<file path="src/rtl/cook_controller_pkg.sv">
// Shared types and constants for the microwave cook-time controller.
package cook_controller_pkg;

   typedef enum logic [1:0] {
      ST_IDLE  = 2'd0,
      ST_SET   = 2'd1,
      ST_COOK  = 2'd2,
      ST_PAUSE = 2'd3
   } state_t;

   localparam logic [3:0] BCD_NINE = 4'd9;
   localparam logic [3:0] BCD_FIVE = 4'd5;

   function automatic logic is_digit(input logic [3:0] d);
      return d <= BCD_NINE;
   endfunction

endpackage

</file>
<file path="src/rtl/cook_controller_bcd_down3.sv">
// Combinational one-second decrement of an M:SS BCD time; flags a 0:00 result.
module bcd_down3
   import cook_controller_pkg::*;
(
   input  logic [3:0] min_in,
   input  logic [3:0] tens_in,
   input  logic [3:0] ones_in,
   output logic [3:0] min_out,
   output logic [3:0] tens_out,
   output logic [3:0] ones_out,
   output logic       zero_next
);

   always_comb begin
      min_out  = min_in;
      tens_out = tens_in;
      ones_out = ones_in;
      if (ones_in != '0) begin
         ones_out = ones_in - 4'd1;
      end else begin
         ones_out = BCD_NINE;
         // Borrowing from tens: entered tens of 6-9 simply count down.
         if (tens_in != '0) begin
            tens_out = tens_in - 4'd1;
         end else begin
            tens_out = BCD_FIVE;
            min_out  = min_in - 4'd1;
         end
      end
      zero_next = (min_out == '0) && (tens_out == '0) && (ones_out == '0);
   end

endmodule

</file>
<file path="src/rtl/cook_controller.sv">
// Keypad entry, start/stop/door sequencing and 1 Hz countdown for the microwave timer.
module cook_controller
   import cook_controller_pkg::*;
(
   input  logic       clk,
   input  logic       clearn,
   input  logic [3:0] D,
   input  logic       loadn,
   input  logic       pgt_1hz,
   input  logic       startn,
   input  logic       stopn,
   input  logic       door_closed,
   output logic       enablen,
   output logic       mag_on,
   output logic [3:0] min_ones,
   output logic [3:0] sec_tens,
   output logic [3:0] sec_ones,
   output logic       done
);

   state_t     state, state_nx;
   logic       loadn_q, startn_q, stopn_q, pgt_q;
   logic       ld_ev, st_ev, sp_ev, tk_ev, nz;
   logic [3:0] min_nx, tens_nx, ones_nx;
   logic [3:0] min_dec, tens_dec, ones_dec;
   logic       zero_next, done_nx;

   assign ld_ev = loadn_q & ~loadn;
   assign st_ev = startn_q & ~startn;
   assign sp_ev = stopn_q & ~stopn;
   assign tk_ev = ~pgt_q & pgt_1hz;
   assign nz    = (min_ones != '0) || (sec_tens != '0) || (sec_ones != '0);

   assign enablen = (state == ST_COOK) || (state == ST_PAUSE);
   assign mag_on  = (state == ST_COOK);

   bcd_down3 u_dec (
      .min_in    (min_ones),
      .tens_in   (sec_tens),
      .ones_in   (sec_ones),
      .min_out   (min_dec),
      .tens_out  (tens_dec),
      .ones_out  (ones_dec),
      .zero_next (zero_next)
   );

   always_ff @(posedge clk or negedge clearn) begin
      if (!clearn) begin
         state    <= ST_IDLE;
         min_ones <= '0;
         sec_tens <= '0;
         sec_ones <= '0;
         done     <= 1'b0;
         loadn_q  <= 1'b1;
         startn_q <= 1'b1;
         stopn_q  <= 1'b1;
         pgt_q    <= 1'b0;
      end else begin
         state    <= state_nx;
         min_ones <= min_nx;
         sec_tens <= tens_nx;
         sec_ones <= ones_nx;
         done     <= done_nx;
         loadn_q  <= loadn;
         startn_q <= startn;
         stopn_q  <= stopn;
         pgt_q    <= pgt_1hz;
      end
   end

   always_comb begin
      state_nx = state;
      min_nx   = min_ones;
      tens_nx  = sec_tens;
      ones_nx  = sec_ones;
      done_nx  = 1'b0;
      unique case (state)
         ST_IDLE, ST_SET: begin
            if (sp_ev) begin
               state_nx = ST_IDLE;
               min_nx   = '0;
               tens_nx  = '0;
               ones_nx  = '0;
            end else if (st_ev && door_closed && nz) begin
               state_nx = ST_COOK;
            end else if (ld_ev && is_digit(D)) begin
               state_nx = ST_SET;
               min_nx   = sec_tens;
               tens_nx  = sec_ones;
               ones_nx  = D;
            end
         end
         ST_COOK: begin
            // Door/stop win over a coincident tick so the time is held unchanged.
            if (!door_closed || sp_ev) begin
               state_nx = ST_PAUSE;
            end else if (tk_ev) begin
               min_nx  = min_dec;
               tens_nx = tens_dec;
               ones_nx = ones_dec;
               if (zero_next) begin
                  state_nx = ST_IDLE;
                  done_nx  = 1'b1;
               end
            end
         end
         ST_PAUSE: begin
            if (sp_ev) begin
               state_nx = ST_IDLE;
               min_nx   = '0;
               tens_nx  = '0;
               ones_nx  = '0;
            end else if (st_ev && door_closed) begin
               state_nx = ST_COOK;
            end
         end
      endcase
   end

endmodule
</file>
<file path="config.mk">
export PLATFORM = sky130hd
export DESIGN_NAME = cook_controller
export DESIGN_NICKNAME = d
export VERILOG_FILES = /design/src/rtl/cook_controller_pkg.sv /design/src/rtl/cook_controller_bcd_down3.sv /design/src/rtl/cook_controller.sv
export SDC_FILE = /design/constraint.sdc
export NUM_CORES = 1
export LEC_CHECK = 0
export CAP_MARGIN = 25
export CORE_AREA = 2 2 52 54
export CTS_CLUSTER_DIAMETER = 200
export DETAILED_ROUTE_END_ITERATION = 8
export DIE_AREA = 0 0 54 56
export GPL_TIMING_DRIVEN = 0
export PLACE_DENSITY = 0.84
export RECOVER_POWER = 100
export SLEW_MARGIN = 20
export SYNTH_ARGS = -nofsm -noshare
export SYNTH_HDL_FRONTEND = slang
export SYNTH_HIERARCHICAL = 1
export SYNTH_SLANG_ARGS = --single-unit
</file>
<file path="constraint.sdc">
create_clock -name clk -period 4.3 [get_ports clk]
set_input_delay 0.86 -clock clk [delete_from_list [all_inputs] [get_ports clk]]
set_output_delay 0.86 -clock clk [all_outputs]
set_load 0.01 [all_outputs]
</file>
==> metrics.md <==
| Metric | Value |
|---|---|
| Total grt overflow | 0 |
| CTS tree | built |
| Fin. Hold Viols | 0 |
| Endpoints failing setup | 0 |
| Worst-path cell with the longest stage delay | dlygate4sd3_1 |
| Worst Tran Pin Value | approximately 840 ps |
| Required @ worst endpoint | between 4000 and 5000 ps |
| MaxCap Viol Count | 0 |
| Post-synthesis cell type count | 37 |
| GRT Overall Usage | between 20% and 30% |
| Cts bufs inserted | 3 |
| CP max stage delay | a little under 600 ps |
| Placed cell count | between 150 and 200 |
| Critical path capture point type | flip-flop |
| Warnings, synthesis | 6 |
| Slew margin rel. | between 40% and 50% |
| CP Launch Type | primary input |
| Setup_tns | 0 ps |
| Mean number of vias per cell | 5.98 |
| Vias in the first global route | around 1000 |
| Compound-Gate Fraction of Synth Area | 19.0% |
| Status | completed |
| Antenna Nets Post-Route | 0 |
| Fraction of the mapped netlist area in adder cells | 0.973% |
| Post-synthesis mux area share | roughly 15% |
| Fin crit period | 3150 ps |
| Final wirelength | 2820 um |
| Antenna violations before repair | 0 |
| Share of layout cells above drive strength 1 | 9.03% |
| Simple-gate share of the synthesized area | 20.2% |
| Avg Cell Area, Syn | 10.2 um^2 |
| Unrepaired setup endpoints after global routing | no |
| Initial Util | a little over half |
| Die Ht | ~56 um |
| Root buf cell | clkbuf_4 |
| Ant diodes | 0 |
| Layout net count | 168 |
| Fin. max-slew vios | 0 |
| Clk pin slew, worst setup/hold paths | approximately 110 ps |
| Min-Delay Path Class | flip-flop to flip-flop |
| CTS resizes | 0 |
| Final Skew | about 1.9 ps |
| Top fanout value on the critical path | 10 |
| RD Place Congestion | approximately 0.87 |
| 1st-pass router iterations | 5 |
| Xor/xnor cell area share of the yosys netlist | 3.40% |
| Syn_nets | about 140 |
| Register Area | 479 um^2 |
| Chip Width | 54 um |
| Dpl hpwl | about 2100 um |
| Largest net degree at the start of global routing | 20 |
| Final cell count without fillers | 185 |
| Synth Register Bits | 19 |
| Placed Area | 0.00157 mm^2 |
| Post-Syn Area | approximately 0.0013 mm^2 |
| FMAX | roughly 320 MHz |
| DRT iter0 DRCs | 26 |
| CP Cell Sequence | dlygate4sd3_1 -> nand2b_1 -> nand2_1 -> o41ai_1 -> a221o_1 -> clkbuf_1 -> mux2_1 |
| Global-route wire length before repair | between 4000 and 5000 um |
| Port Buffers | 25 |
| Clk buf depth | 2 |
| Crit path DAT | 3340 ps |
| CTS Hold Buffers Added | 0 |
| Post-Syn Instances | 126 |
| Die area | 0.00302 mm^2 |
| Via Count | 1107 |
| Post-layout instance area | 0.00155 mm^2 |
| H-tree Lvls | 1 |
| Post-CTS Setup Bufs | 0 |
| Sequential element share of the synthesized area | 37.3% |
| Power per Cell Area | approximately 660 mW/mm^2 |
| Leakage Power | 0.687 nW |
| DRC viols | 0 |
| Layout area overhead | 20.6% |
| Largest family of logic cells by synthesized area | simple AND/OR/NAND/NOR gates |
| Crit path kind | primary input to flip-flop |
| Sink Count | 19 |
| Core Area | 0.00243 mm^2 |
| Fillers | 213 |
| Max IR drop VDD | 381 uV |
| # IOs | 26 |
| Clk_lat worst skew | about 300 ps |
| Row Count | 18 |
| Area of the multi-input gates | 712 um^2 |
| Final Cycle Share | 73.2% |
| Drt wl/cell | 15.2 um |
[cell usage in the layout, fill, tap and decap left out, types with 2 or more instances in the layout]
cell type	netlist	routed
clkbuf_4	0	3
a22o_1	12	12
nor4_1	5	5
nand3b_1	4	4
nand2_1	9	9
o21a_1	3	3
dfrtp_1	16	16
nand2b_1	4	4
mux2_1	0	9
a211oi_1	1	2
dlygate4sd3_1	0	20
and3_1	2	2
nor2b_1	3	3
nand3_1	2	2
nor3_1	2	2
o21ai_0	4	4
dfstp_2	3	3
inv_1	4	4
clkbuf_1	4	5
a21oi_1	4	4
mux2_2	3	3
nor2_1	9	9
clkdlybuf4s50_1	0	5
xnor2_1	5	5
[stage by stage]
step                setup slack, ps  hold slack [ps]  total power [mW]  util (%)
floorplan                      1780              498             0.817         -
global placement               1400              539             0.998      64.7
detailed placement             1280              549              1.02      64.7
global route                   1030              612              1.10      63.8
CTS                            1220              573              1.11      65.8
finish                         1150              574              1.02      63.8
[power by group]
group / leakage, nW / total (mW) / internal, mW / switching, mW
Combinational: 0.431 / 0.604 / 0.315 / 0.288
Sequential: 0.239 / 0.323 / 0.230 / 0.0936
Clock: 0.0177 / 0.0911 / 0.0347 / 0.0565
Total: 0.687 / 1.02 / 0.580 / 0.438
[logic make-up (layout without fill, tap and decap cells)]
logic type      count (synthesis)  after routing
buf+inv                        10             39
fa+ha+maj                       1              1
mux                            14             14
compound gates                 32             32
xor+xnor                        5              5
simple gates                   45             45
flops                          19             19
[sequential cells by signal, indices dropped and copies added (netlist names)]
signal / cells
done: 1
loadn_q: 1
min_ones: 4
pgt_q: 1
sec_ones: 4
sec_tens: 4
startn_q: 1
state: 2
stopn_q: 1
[path summary, 6_finish.rpt]
kind,to,cells after the start,from,slack [ps]
max,min_ones[2],7,stopn,1150
min,done,2,pgt_q,570
max reg2reg,state[0],10,sec_ones[0],1440
min reg2reg,done,2,pgt_q,570
max in group asynchronous,sec_tens[2],1,clearn,2680
min in group asynchronous,min_ones[0],1,clearn,1100
[layout make-up]
cell class,count,share of cell area [%]
Buffer,6,1.94
Clock buffer,3,1.45
Tap cell,30,2.42
Inverter,4,0.968
Multi-Input combinational cell,97,45.9
Clock inverter,1,0.323
Timing Repair Buffer,25,16.1
Sequential cell,19,30.9
[cell usage after synthesis]
cell type,count,share of area [%]
ha_1,1,0.97
clkbuf_1,4,1.2
a21oi_1,4,1.6
or2_2,1,0.49
or4_4,1,0.88
mux2i_1,1,0.78
nand3b_1,4,2.3
a211oi_1,1,0.58
nor2b_1,3,1.5
o21ai_0,4,1.6
a221o_1,1,0.78
nor2_1,9,2.6
nand2_1,9,2.6
o211ai_1,1,0.58
dfstp_2,3,6.1
o21a_1,3,1.8
mux2_4,10,12
o31ai_1,1,0.58
a211oi_2,1,0.97
nor3b_1,1,0.58
nor3_1,2,0.78
nand2b_1,4,1.9
buf_6,2,1.8
dfrtp_1,16,31
a22o_1,12,8.2
nor4_1,5,2.4
and3_1,2,0.97
or3_1,1,0.49
xnor2_1,5,3.4
mux2_2,3,2.6
a31oi_1,1,0.49
o41ai_1,1,0.68
o2111ai_1,1,0.68
inv_1,4,1.2
nor4b_4,1,1.8
a21o_1,1,0.58
nand3_1,2,0.78
[critical path, delay by kind of cell]
family	cells	cell delay [ps]
compound gates	2	730
buf+inv	2	1090
mux	1	390
simple gates	2	270
[layer usage]
layer | wire, um | vias up | part of all wire (%) | GRT usage (%)
met5 | 0 | - | 0 | 0
met1 | 1300 | 541 | 46 | 27.7
met2 | 1390 | 31 | 49 | 32.6
li1 | - | 531 | - | -
met4 | 19 | 0 | 0.67 | 4.29
met3 | 105 | 4 | 3.7 | 3.49
No activity file was read; power rests on OpenSTA's default activity.
